--- src/rtl/day_glyph_pkg.sv ---
// Shared types, day/glyph limits and the 3-glyph day abbreviation table
// for the day display scanner and its downstream decoder tests.
package day_glyph_pkg;

    typedef logic [2:0] day_t;
    typedef logic [4:0] glyph_t;

    typedef enum logic {
        SCAN_GAP,
        SCAN_SHOW
    } scan_state_t;

    localparam day_t   DAY_MAX     = 3'd6;
    localparam day_t   DAY_INVALID = 3'd7;
    localparam glyph_t GLYPH_MAX   = 5'd16;

    // Letter glyph indices understood by the decoder; 14..16 are spare.
    localparam glyph_t G_M = 5'd0;
    localparam glyph_t G_O = 5'd1;
    localparam glyph_t G_N = 5'd2;
    localparam glyph_t G_T = 5'd3;
    localparam glyph_t G_U = 5'd4;
    localparam glyph_t G_E = 5'd5;
    localparam glyph_t G_W = 5'd6;
    localparam glyph_t G_D = 5'd7;
    localparam glyph_t G_H = 5'd8;
    localparam glyph_t G_F = 5'd9;
    localparam glyph_t G_R = 5'd10;
    localparam glyph_t G_I = 5'd11;
    localparam glyph_t G_S = 5'd12;
    localparam glyph_t G_A = 5'd13;

    localparam glyph_t GLYPH_TABLE [7][3] = '{
        '{G_M, G_O, G_N},
        '{G_T, G_U, G_E},
        '{G_W, G_E, G_D},
        '{G_T, G_H, G_U},
        '{G_F, G_R, G_I},
        '{G_S, G_A, G_T},
        '{G_S, G_U, G_N}
    };

    function automatic glyph_t glyph_lookup(input day_t d, input logic [1:0] p);
        glyph_lookup = (d <= DAY_MAX && p <= 2'd2) ? GLYPH_TABLE[d][p] : '0;
    endfunction

endpackage

--- src/rtl/day_glyph_scanner_scan_timer.sv ---
// Digit scan timer: GAP/SHOW state machine stepping a 0..2 digit position
// and producing the one-hot digit enable.
module scan_timer
    import day_glyph_pkg::*;
#(
    parameter int unsigned SCAN_DIV  = 1000,
    parameter int unsigned BLANK_GAP = 1
) (
    input  logic       i_clk,
    input  logic       i_rst_n,
    output logic [2:0] o_digit_sel,
    output logic       o_advance,
    output logic [1:0] o_next_pos
);

    localparam int unsigned CNT_MAX = (SCAN_DIV > BLANK_GAP) ? SCAN_DIV : BLANK_GAP;
    localparam int unsigned CW      = (CNT_MAX > 1) ? $clog2(CNT_MAX) : 1;
    localparam logic [CW-1:0] SHOW_LAST = CW'(SCAN_DIV - 1);
    localparam logic [CW-1:0] GAP_LAST  = CW'((BLANK_GAP > 0) ? BLANK_GAP - 1 : 0);

    scan_state_t r_state, w_state_nxt;
    logic [CW-1:0] r_cnt, w_cnt_nxt;
    logic [1:0]    r_pos, w_pos_nxt, w_pos_inc;
    logic          w_advance;
    logic [2:0]    w_digit_sel;

    always_ff @(posedge i_clk or negedge i_rst_n) begin
        if (!i_rst_n) begin
            r_state <= SCAN_GAP;
            r_cnt   <= '0;
            r_pos   <= '0;
        end else begin
            r_state <= w_state_nxt;
            r_cnt   <= w_cnt_nxt;
            r_pos   <= w_pos_nxt;
        end
    end

    // With BLANK_GAP=0 the GAP state is only ever the single post-reset entry point.
    always_comb begin
        w_state_nxt = r_state;
        w_cnt_nxt   = r_cnt + 1'b1;
        w_pos_nxt   = r_pos;
        w_advance   = 1'b0;
        w_digit_sel = '0;
        w_pos_inc   = (r_pos == 2'd2) ? 2'd0 : r_pos + 2'd1;
        case (r_state)
            SCAN_GAP: begin
                if (BLANK_GAP == 0 || r_cnt == GAP_LAST) begin
                    w_state_nxt = SCAN_SHOW;
                    w_cnt_nxt   = '0;
                end
            end
            SCAN_SHOW: begin
                w_digit_sel = 3'b001 << r_pos;
                if (r_cnt == SHOW_LAST) begin
                    w_advance   = 1'b1;
                    w_pos_nxt   = w_pos_inc;
                    w_cnt_nxt   = '0;
                    w_state_nxt = (BLANK_GAP == 0) ? SCAN_SHOW : SCAN_GAP;
                end
            end
            default: begin
                w_state_nxt = SCAN_GAP;
                w_cnt_nxt   = '0;
            end
        endcase
    end

    assign o_digit_sel = w_digit_sel;
    assign o_advance   = w_advance;
    assign o_next_pos  = w_pos_nxt;

endmodule

--- src/rtl/day_glyph_scanner.sv ---
// Day-of-week register with set/tick arbitration, feeding a time-multiplexed
// 3-glyph abbreviation to a single-glyph 7-segment decoder.
module day_glyph_scanner
    import day_glyph_pkg::*;
#(
    parameter int unsigned SCAN_DIV  = 1000,
    parameter int unsigned BLANK_GAP = 1
) (
    input  logic       clk,
    input  logic       rst_n,
    input  logic       day_tick,
    input  logic       set_valid,
    input  logic [2:0] set_day,
    output logic [2:0] day,
    output logic [4:0] glyph_code,
    output logic [2:0] digit_sel,
    output logic       set_err
);

    day_t       r_day;
    glyph_t     r_glyph;
    logic       r_set_err;
    logic       w_set_ok;
    logic       w_set_bad;
    logic       w_advance;
    logic [1:0] w_next_pos;
    logic [2:0] w_digit_sel;

    assign w_set_ok  = set_valid && (set_day != DAY_INVALID);
    assign w_set_bad = set_valid && (set_day == DAY_INVALID);

    scan_timer #(
        .SCAN_DIV  (SCAN_DIV),
        .BLANK_GAP (BLANK_GAP)
    ) u_scan_timer (
        .i_clk       (clk),
        .i_rst_n     (rst_n),
        .o_digit_sel (w_digit_sel),
        .o_advance   (w_advance),
        .o_next_pos  (w_next_pos)
    );

    // A rejected set leaves the tick path open; a valid set swallows the tick.
    always_ff @(posedge clk or negedge rst_n) begin
        if (!rst_n) begin
            r_day     <= '0;
            r_glyph   <= GLYPH_TABLE[0][0];
            r_set_err <= 1'b0;
        end else begin
            r_set_err <= w_set_bad;
            if (w_set_ok) begin
                r_day <= set_day;
            end else if (day_tick) begin
                r_day <= (r_day == DAY_MAX) ? '0 : r_day + 3'd1;
            end
            if (w_advance) begin
                r_glyph <= glyph_lookup(r_day, w_next_pos);
            end
        end
    end

    assign day        = r_day;
    assign glyph_code = r_glyph;
    assign digit_sel  = w_digit_sel;
    assign set_err    = r_set_err;

endmodule
--- config.mk ---
export PLATFORM = sky130hd
export DESIGN_NAME = day_glyph_scanner
export DESIGN_NICKNAME = d
export VERILOG_FILES = /design/src/rtl/day_glyph_pkg.sv /design/src/rtl/day_glyph_scanner_scan_timer.sv /design/src/rtl/day_glyph_scanner.sv
export SDC_FILE = /design/constraint.sdc
export NUM_CORES = 1
export LEC_CHECK = 0
export CAP_MARGIN = 20
export CORE_MARGIN = 3
export CORE_UTILIZATION = 48
export CTS_CLUSTER_SIZE = 25
export DETAILED_ROUTE_END_ITERATION = 6
export PLACE_DENSITY = 0.75
export SETUP_SLACK_MARGIN = 0.02
export SLEW_MARGIN = 20
export SYNTH_ARGS = -nofsm -noshare
export SYNTH_HDL_FRONTEND = slang
export SYNTH_HIERARCHICAL = 1
export SYNTH_SLANG_ARGS = --single-unit
--- constraint.sdc ---
create_clock -name clk -period 2.15 [get_ports clk]
set_input_delay 0.43 -clock clk [delete_from_list [all_inputs] [get_ports clk]]
set_output_delay 0.43 -clock clk [all_outputs]
set_load 0.005 [all_outputs]
-- Word level (Yosys, flattened, before mapping)
Memories as Yosys holds them, arrays and structs flattened.
Cells that the tools add are included.
- register bits: 22
- bits in read-only memories: 120
- input bits: 7
- output and inout bits: 12
- logic and storage cells: 49
- memories: 1
- add/sub/neg operators: 3
- order comparisons: 4
- equal/unequal tests: 5
- shift operators: 1
- mux-type cells: 21
- bitwise logic cells: 3
- reductions and logical operators: 5
- memory list (memory ; words ; bits a word ; read ports ; clocked after Yosys merged registers in ; wr ports ; RTL line ; text):
    (no name shown) ; 8 ; 15 ; 1 ; 0 ; 0 ; day_glyph_pkg.sv:44 ; glyph_lookup = (d <= DAY_MAX && p <= 2'd2) ? GLYPH_TABLE[d][p] : '0;
- operators with widths (kind ; number):
    $mux W15 ; 2
    $mux W10 ; 2
    $pmux W10 S2 ; 1
    $mux W5 ; 3
    $mux W3 ; 4
    $add A10 B1 Y10 const B ; 1
    $bmux W5 S2 ; 1
    $eq A10 B10 Y1 const B ; 1
    $logic_not A10 Y1 ; 1
    $eq A3 B3 Y1 const B ; 2
    $mux W2 ; 3
    $ge A4 B4 Y1 const B ; 1
    $mux W1 ; 4
    $not A3 Y4 ; 1
    $add A3 B1 Y3 const B ; 1
    $ge A3 B3 Y1 const B ; 1
    $le A3 B3 Y1 const B ; 1
    $logic_and A1 B1 Y1 ; 3
    $ne A3 B3 Y1 const B ; 1
    $not A2 Y3 ; 1
    $shl A1 B2 Y3 const A ; 1
    $add A2 B1 Y2 const B ; 1
    $eq A2 B2 Y1 const B ; 1
    $le A2 B2 Y1 const B ; 1
    other kinds (3) ; 3

-- Depth between registers and ports, before layout
Gate-level depths: netlist of the first run.
- depth in word-level cells: 9
- depth in mapped cells: 10
- depth with buffers taken out: 9

-- Hierarchy
The synthesis of the first run kept the hierarchy.
- by module, submodules not included (module ; instances ; cells each ; area each (µm²)):
    scan_timer ; 1 ; 67 ; 676.9
    day_glyph_scanner ; 1 ; 74 ; 635.6

-- Least setup slack after synthesis of the first run
No wires, ideal clock.
- kind: reg-to-reg
- start: reg u_scan_timer.r_cnt[0]
- end: reg r_glyph[2], in the netlist glyph_code[2]
- setup time: 0.138 ns
- arrival time: 1.916 ns
- required time: 2.012 ns
- setup slack: 0.095 ns
- stages on the path, launching flop included: 10
- clock period less this slack: 2.055 ns
- path through: dfrtp_1 ha_1 and4_4 nand4_4 o31ai_1 buf_4 nand2b_1 a21oi_1 a211oi_1 o22ai_1
- cells in the longest elaborated chain, start to end: 8
- elaborated cells on any way between the ends: 12
- classes of those cells: order compare: 1; eq/ne: 1; mux: 8; bitwise: 1; reduce/logical: 1
- ends and longest elaborated chain (element ; RTL line ; text):
    start: declaration ; day_glyph_scanner_scan_timer.sv:22 ; logic [CW-1:0] r_cnt, w_cnt_nxt;
    start signal: assignment ; day_glyph_scanner_scan_timer.sv:34 ; r_cnt <= w_cnt_nxt;
    $eq A10 B10 Y1 * ; day_glyph_scanner_scan_timer.sv:56 ; if (r_cnt == SHOW_LAST) begin
    $mux W2 * ; day_glyph_scanner_scan_timer.sv:56 ;
    $mux W2 * ; day_glyph_scanner_scan_timer.sv:47 ; case (r_state)
    via w_next_pos[1] ; day_glyph_scanner.sv:26 ; logic [1:0] w_next_pos;
    $not A2 Y3 (not written as such) ; day_glyph_pkg.sv:44 ;
    $bmux W5 S2 ; day_glyph_pkg.sv:44 ;
    $mux W5 (not written as such) (2 in a row) ; day_glyph_pkg.sv:44 ;
    $mux W5 * ; day_glyph_pkg.sv:44 ;
    end signal: assignment ; day_glyph_scanner.sv:47 ; r_glyph <= GLYPH_TABLE[0][0];
    end signal: assignment ; day_glyph_scanner.sv:57 ; r_glyph <= glyph_lookup(r_day, w_next_pos);
    end: declaration ; day_glyph_scanner.sv:21 ; glyph_t r_glyph;
Mark *: on every way through the listed nets, which the timed path passes. The rest lies on a longest branch. The select of a mux whose other input is x is not followed.
A chain may end at the register's enable or synchronous reset.

-- Worst setup path in the final report of the first run
- start: reg u_scan_timer.r_cnt[0]
- end: reg r_glyph[0], in the netlist glyph_code[0]
Same word-level chain as after synthesis.

==> metrics, run 1 <==
status=completed; Initial Utilization=0.516; io pins=19; final setup vio count=0; # diodes=0; global route overflow=0; Clock Sinks=21; Crit. End Element=flop; DRC=0; Hold-fix buffers, CTS=0; Setup WS post-layout=0.102 ns; sequential-to-total area share from yosys stat=0.400; vias in the first global route=1056; Clock Latency Late Sink=approximately 0.30 ns; Worst Setup Start Kind=flop; synth warn=6; largest net degree at the start of global routing=22; ANT nets after route=0; Num CTS Buffers=3; CTS tree=done; Port-buffer cells=17; Sequential Area=approximately 530 sq um; Post-Synth Adder-Cell Area=0.0667; fillers=220; synth cell count leaders=dfrtp_1 (21), nor2_1 (13), inv_1 (11), nand2_1 (11), nor3_1 (8); largest area contributor in the netlist=dfrtp_1; Critical Path RT=2.39 ns; FMAX=between 400 and 500 MHz; post-synth cell types=40; post-synth top area share=0.400; ys async rst share=1.00; WL per Instance=13.8 um; first-pass GRT wire length=4750 um; die extent in y=58.3 um; initial antenna violation count=0; Min-Delay Path Class=input port to async pin; GRT Util Overall=0.181; Syn Nets=between 150 and 200; Synth Area in XOR/XNOR=0.0534; max_cap viols=0; Die Wd=58.3 um; Mapped Area=0.00131 sq mm; Placed Instance Area=approximately 0.0015 sq mm; DR iter-0 viols=24; EDFF count, synth=0; Seq pwr share=0.543; fin crit share=0.953; Synth Area in Simple Gates=0.252; htree depth=1; Row Count=18; count leader, synth=dfrtp_1; Worst EP arrival=2.29 ns; switch share=0.298; 1st-pass router iterations=4; Synth Instances=141; Synth area leaders=dfrtp_1 (40%), ha_1 (6.7%), xnor2_1 (4.7%); largest family of logic cells by synthesized area=simple AND/OR/NAND/NOR gates; Syn-to-layout area delta=23.5%; vias per cell=5.61; nets=around 180; final instance area=0.00162 sq mm; area of the multi-input gates=approximately 730 sq um; Sw Pwr=0.000239 W; CP Class=flop to flop; P_int=~0.00056 W; mean area per synthesized cell=9.31 sq um; leakage power=0.712 nW; mux share of post-synthesis cell area=0.0229; share of post-route cells with drive strength above 1=0.183; Die Area=0.00340 sq mm; clock tree root buffer cell=clkbuf_4; Worst-path clk slew=0.12 ns; pwr dens=495 mW/mm^2; Peak VDD IR=approximately 0.4 mV; Final Skew=0.00710 ns; Main synth FF type=dfrtp_1; Synth Register Bits=21; core area=0.00254 sq mm; Via Count=1116; Final min period=2.05 ns; dpl hpwl=2000 um; RSZ-0062 raised after global routing=yes; post-place setup slack=0.0147 ns; crit-path max FO=9; Clk pwr share=0.236; fin. max-slew vios=0; Hold Vio Cnt, Final=0; Bufs on Longest Clock Path=2; GPL Wtd Cong=0.977; Post-Route WL=2740 um; Comb pwr share=0.221; Synth Area in Compound Gates=0.139
-- path summary, 6_finish.rpt --
path	end	cells after the start	from	slack (ns)
max in group asynchronous	u_scan_timer/r_state	2	rst_n	1.46
min in group clk	u_scan_timer/r_cnt[0]	1	u_scan_timer/r_cnt[0]	0.52
setup / recovery	glyph_code[0]	11	u_scan_timer/r_cnt[0]	0.10
hold reg to reg	u_scan_timer/r_cnt[0]	1	u_scan_timer/r_cnt[0]	0.52
hold / removal	u_scan_timer/r_cnt[3]	2	rst_n	0.46
setup reg to reg	glyph_code[0]	11	u_scan_timer/r_cnt[0]	0.10
-- critical path: stages, from the launching register on --
cell,delay (ns)
dfrtp_1,0.42
ha_2,0.21
and4_4,0.24
nand4_4,0.13
nand2_2,0.11
o31ai_2,0.06
buf_4,0.17
buf_4,0.13
nand2_2,0.08
o311ai_4,0.11
a31o_1,0.23
o22ai_2,0.10
-- final cells by class --
| type | count | area share |
|---|---|---|
| Multi-Input combinational cell | 104 | 0.452 |
| Sequential cell | 21 | 0.325 |
| Timing Repair Buffer | 28 | 0.156 |
| Inverter | 12 | 0.0278 |
| Tap cell | 30 | 0.0232 |
| Clock buffer | 4 | 0.0162 |
-- per-stage QoR --
step,util,setup TNS [ns],cells,power (W),hold WS (ns)
floorplan,-,0,141,0.000555,0.134
global route,0.637,-0.0462,199,0.000865,0.456
detailed placement,0.597,0,189,0.000616,0.511
finish,0.637,0,199,0.000802,0.456
CTS,0.608,0,193,0.000808,0.463
global placement,0.597,0,189,0.000612,0.490
-- layer usage --
metal  share of wire  track usage  routed length, um  vias to the layer above
li1                -            -                  -                      549
met1            0.49        0.268               1350                      535
met2            0.46        0.268               1260                       26
met3           0.036       0.0329                 98                        6
met4           0.010       0.0596                 28                        0
met5               0            0                  0                        -
-- layout by cell type, fill, tap and decap left out, types with 7 or more instances in the layout --
master,netlist,routed
nor2_1,13,13
nor3_1,8,7
inv_1,11,11
dfrtp_1,21,20
nand3_1,7,7
xnor2_1,7,7
clkdlybuf4s50_1,0,17
nand2_1,11,9
buf_4,2,11
-- power by group through the flow --
stage               combinational [W]  clock [W]  sequential [W]
floorplan                    0.000124          0        0.000431
global placement             0.000170          0        0.000442
detailed placement           0.000173          0        0.000443
CTS                          0.000176   0.000196        0.000435
global route                 0.000201   0.000225        0.000439
finish                       0.000177   0.000189        0.000436
-- registers in the layout, summed over array words and instances, names as in the netlist --
signal,count
u_scan_timer/r_pos,2
u_scan_timer/r_cnt,10
u_scan_timer/r_state,1
set_err,1
day,3
glyph_code,4
-- repair_timing --
action / 4_1_cts / 5_1_grt
gates resized for setup: 0 / 9
endpoints found under the setup margin: 0 / 5
buffers inserted: 0 / 6
-- cell families after synthesis --
group / Yosys count
AOI/OAI and AO/OA: 25
xor gates and xnor gates: 8
adders and majority gates: 7
buffers and inverters: 16
DFF: 21
muxes: 3
other: 1
and+or+nand+nor: 60
Power figures use the tool's default switching activity.
==> run 2: changes to the inputs <==
Settings changed: PLACE_DENSITY 0.75 to 0.78.
==> run 2 against run 1 <==
Net effect:
- fmax down 2.6%
- highest routed layer unchanged
- utilization down 1.4 points
- critical endpoint is now glyph_code[1]
- largest cell class unchanged
- largest power group unchanged
- routed wire length up 2.6%
- clock skew down 0.0026 ns
- worst hold slack worse by 0.0072 ns
- non-clock buffer count down 3
- count of clock-buffer cells in the layout down 1
- combinational power about the same
- critical path depth down 1
- sequential cell count unchanged
- sequential power about the same
==> metrics, run 2 (synthesis gave the netlist of run 1 again) <==
status=completed (unchanged); core area=0.00254 sq mm (unchanged); setup TNS=0 ns (unchanged); max_cap viols=0 (unchanged); nets=181 (was 184); DR iter-0 viols=50 (was 24); Via Count=1094 (was 1116); Slowest-stage cell, CP=dfrtp_1 (unchanged); crit-path max FO=7 (was 9); Final min period=2.10 ns (was 2.05 ns); Post-Route WL=2810 um (was 2740 um); vias per cell=5.58 (was 5.61); fin. max-slew vios=0 (unchanged); Hold-fix buffers, CTS=0 (unchanged); Initial Utilization=0.516 (unchanged); most frequent CP cell=buf_4; critical path's largest stage delay=0.42 ns (about the same); vias in the first global route=1115 (was 1056); GRT Util Overall=0.179 (was 0.181); number of buffers and inverters on the critical path=2 (unchanged); FMAX=475 MHz (was 488 MHz); DRC=0 (unchanged); Top reg by flops=u_scan_timer/r_cnt (unchanged); io pins=19 (unchanged); most common cell after layout, fill and taps aside=dfrtp_1 (unchanged); Crit. End Element=flop (unchanged); WHS=0.448 ns (was 0.456 ns); Clock Latency Late Sink=0.30 ns (about the same); pwr dens=507 mW/mm^2 (was 495 mW/mm^2); clock tree root buffer cell=clkbuf_4 (unchanged); Die Area=0.00340 sq mm (unchanged); commonest non-fill, non-tap cells in the layout=dfrtp_1 (21), clkdlybuf4s50_1 (17), nor2_1 (13) (was dfrtp_1 (20), clkdlybuf4s50_1 (17), nor2_1 (13)); crit-path leading delay family=simple AND/OR/NAND/NOR gates (unchanged); global route overflow=0 (unchanged); ANT nets after route=0 (unchanged); Setup WS post-layout=0.0468 ns (was 0.102 ns); max FFs per register=10 (unchanged); Port-buffer cells=17 (unchanged); CTS tree=done (unchanged); Hold Vio Cnt, Final=0 (unchanged); CP cell instances=ha_2 -> and4_4 -> nand4_4 -> nand2_1 -> o31ai_2 -> buf_4 -> buf_4 -> or2_1 -> a2bb2oi_1 -> o22ai_1 (was ha_2 -> and4_4 -> nand4_4 -> nand2_2 -> o31ai_2 -> buf_4 -> buf_4 -> nand2_2 -> o311ai_4 -> a31o_1 -> o22ai_2); Clock Sinks=21 (unchanged); WL per Instance=14.3 um (was 13.8 um); leakage power=0.675 nW (was 0.712 nW); Num CTS Buffers=3 (unchanged); dpl hpwl=2020 um (was 2000 um); Worst Setup Start Kind=flop (unchanged); Placed Instance Area=0.00151 sq mm (was 0.00152 sq mm); Final Skew=0.00448 ns (was 0.00710 ns); Bufs on Longest Clock Path=2 (unchanged); post-place setup slack=0.0586 ns (was 0.0147 ns); Peak VDD IR=0.405 mV (was 0.401 mV); 1st-pass router iterations=4 (unchanged); Worst EP arrival=2.28 ns (was 2.29 ns); Worst-path clk slew=0.12 ns (about the same); final instance area=0.00159 sq mm (was 0.00162 sq mm); initial antenna violation count=0 (unchanged); R2R Setup Slk=0.05 ns (was 0.10 ns); Syn-to-layout area delta=20.8% (was 23.5%); Min-Delay Path Class=input port to async pin (unchanged); final setup vio count=0 (unchanged); die extent in y=58.3 um (unchanged); fin crit share=0.978 (was 0.953); RSZ-0062 raised after global routing=yes (unchanged); GPL Wtd Cong=0.923 (was 0.977); # diodes=0 (unchanged); Critical Path RT=2.33 ns (was 2.39 ns); Row Count=18 (unchanged); largest net degree at the start of global routing=22 (unchanged); share of post-route cells with drive strength above 1=0.151 (was 0.183); htree depth=1 (unchanged); first-pass GRT wire length=4750 um (unchanged); CP Class=flop to flop (unchanged); fillers=211 (was 220); Die Wd=58.3 um (unchanged)
==> run 2: final timing paths <==
check,depth (start not counted),start,end
max,10,u_scan_timer/r_cnt[1],glyph_code[1]
min,2,rst_n,u_scan_timer/r_cnt[7]
max reg2reg,10,u_scan_timer/r_cnt[1],glyph_code[1]
min reg2reg,1,u_scan_timer/r_cnt[0],u_scan_timer/r_cnt[0]
max in group asynchronous,2,rst_n,u_scan_timer/r_cnt[3]
min in group clk,1,u_scan_timer/r_cnt[0],u_scan_timer/r_cnt[0]
==> run 2: where the power goes <==
group	leakage, nW	switching [W]	internal [W]	total, W
clock network	0.0177	0.000118	0.0000692	0.000187
registers	0.271	0.0000309	0.000405	0.000436
logic	0.386	0.0000943	0.0000859	0.000180
total	0.675	0.000243	0.000560	0.000803
==> run 2: area by class of cell <==
cell class | count | area [sq um] | area share
clock inverters | 1 | 5.00 | 0.00316
clock buffers | 3 | 22.5 | 0.0142
inverters | 12 | 45.0 | 0.0284
flip-flops and latches | 21 | 526 | 0.331
well taps | 30 | 37.5 | 0.0237
multi-input cells | 104 | 719 | 0.454
repair buffers | 25 | 230 | 0.145
==> run 2: what timing repair did <==
item	in CTS	in global routing
buffers inserted	0	4
resized for setup	0	5
endpoints found under the hold margin	0	0
endpoints found under the setup margin	0	4
==> run 2: layer usage <==
layer | vias to the layer above | part of all wire | GRT usage
met2 | 28 | 0.54 | 0.325
met1 | 523 | 0.41 | 0.204
met4 | 0 | 0.0096 | 0.0927
li1 | 541 | - | -
met5 | - | 0 | 0
met3 | 2 | 0.036 | 0.0197
==> run 2: metrics by stage <==
step                 util  power (W)  std cells
global route        0.623   0.000850        196
CTS                 0.605   0.000806        192
global placement    0.594   0.000611        188
detailed placement  0.594   0.000618        188
finish              0.623   0.000803        196
floorplan               -   0.000555        141
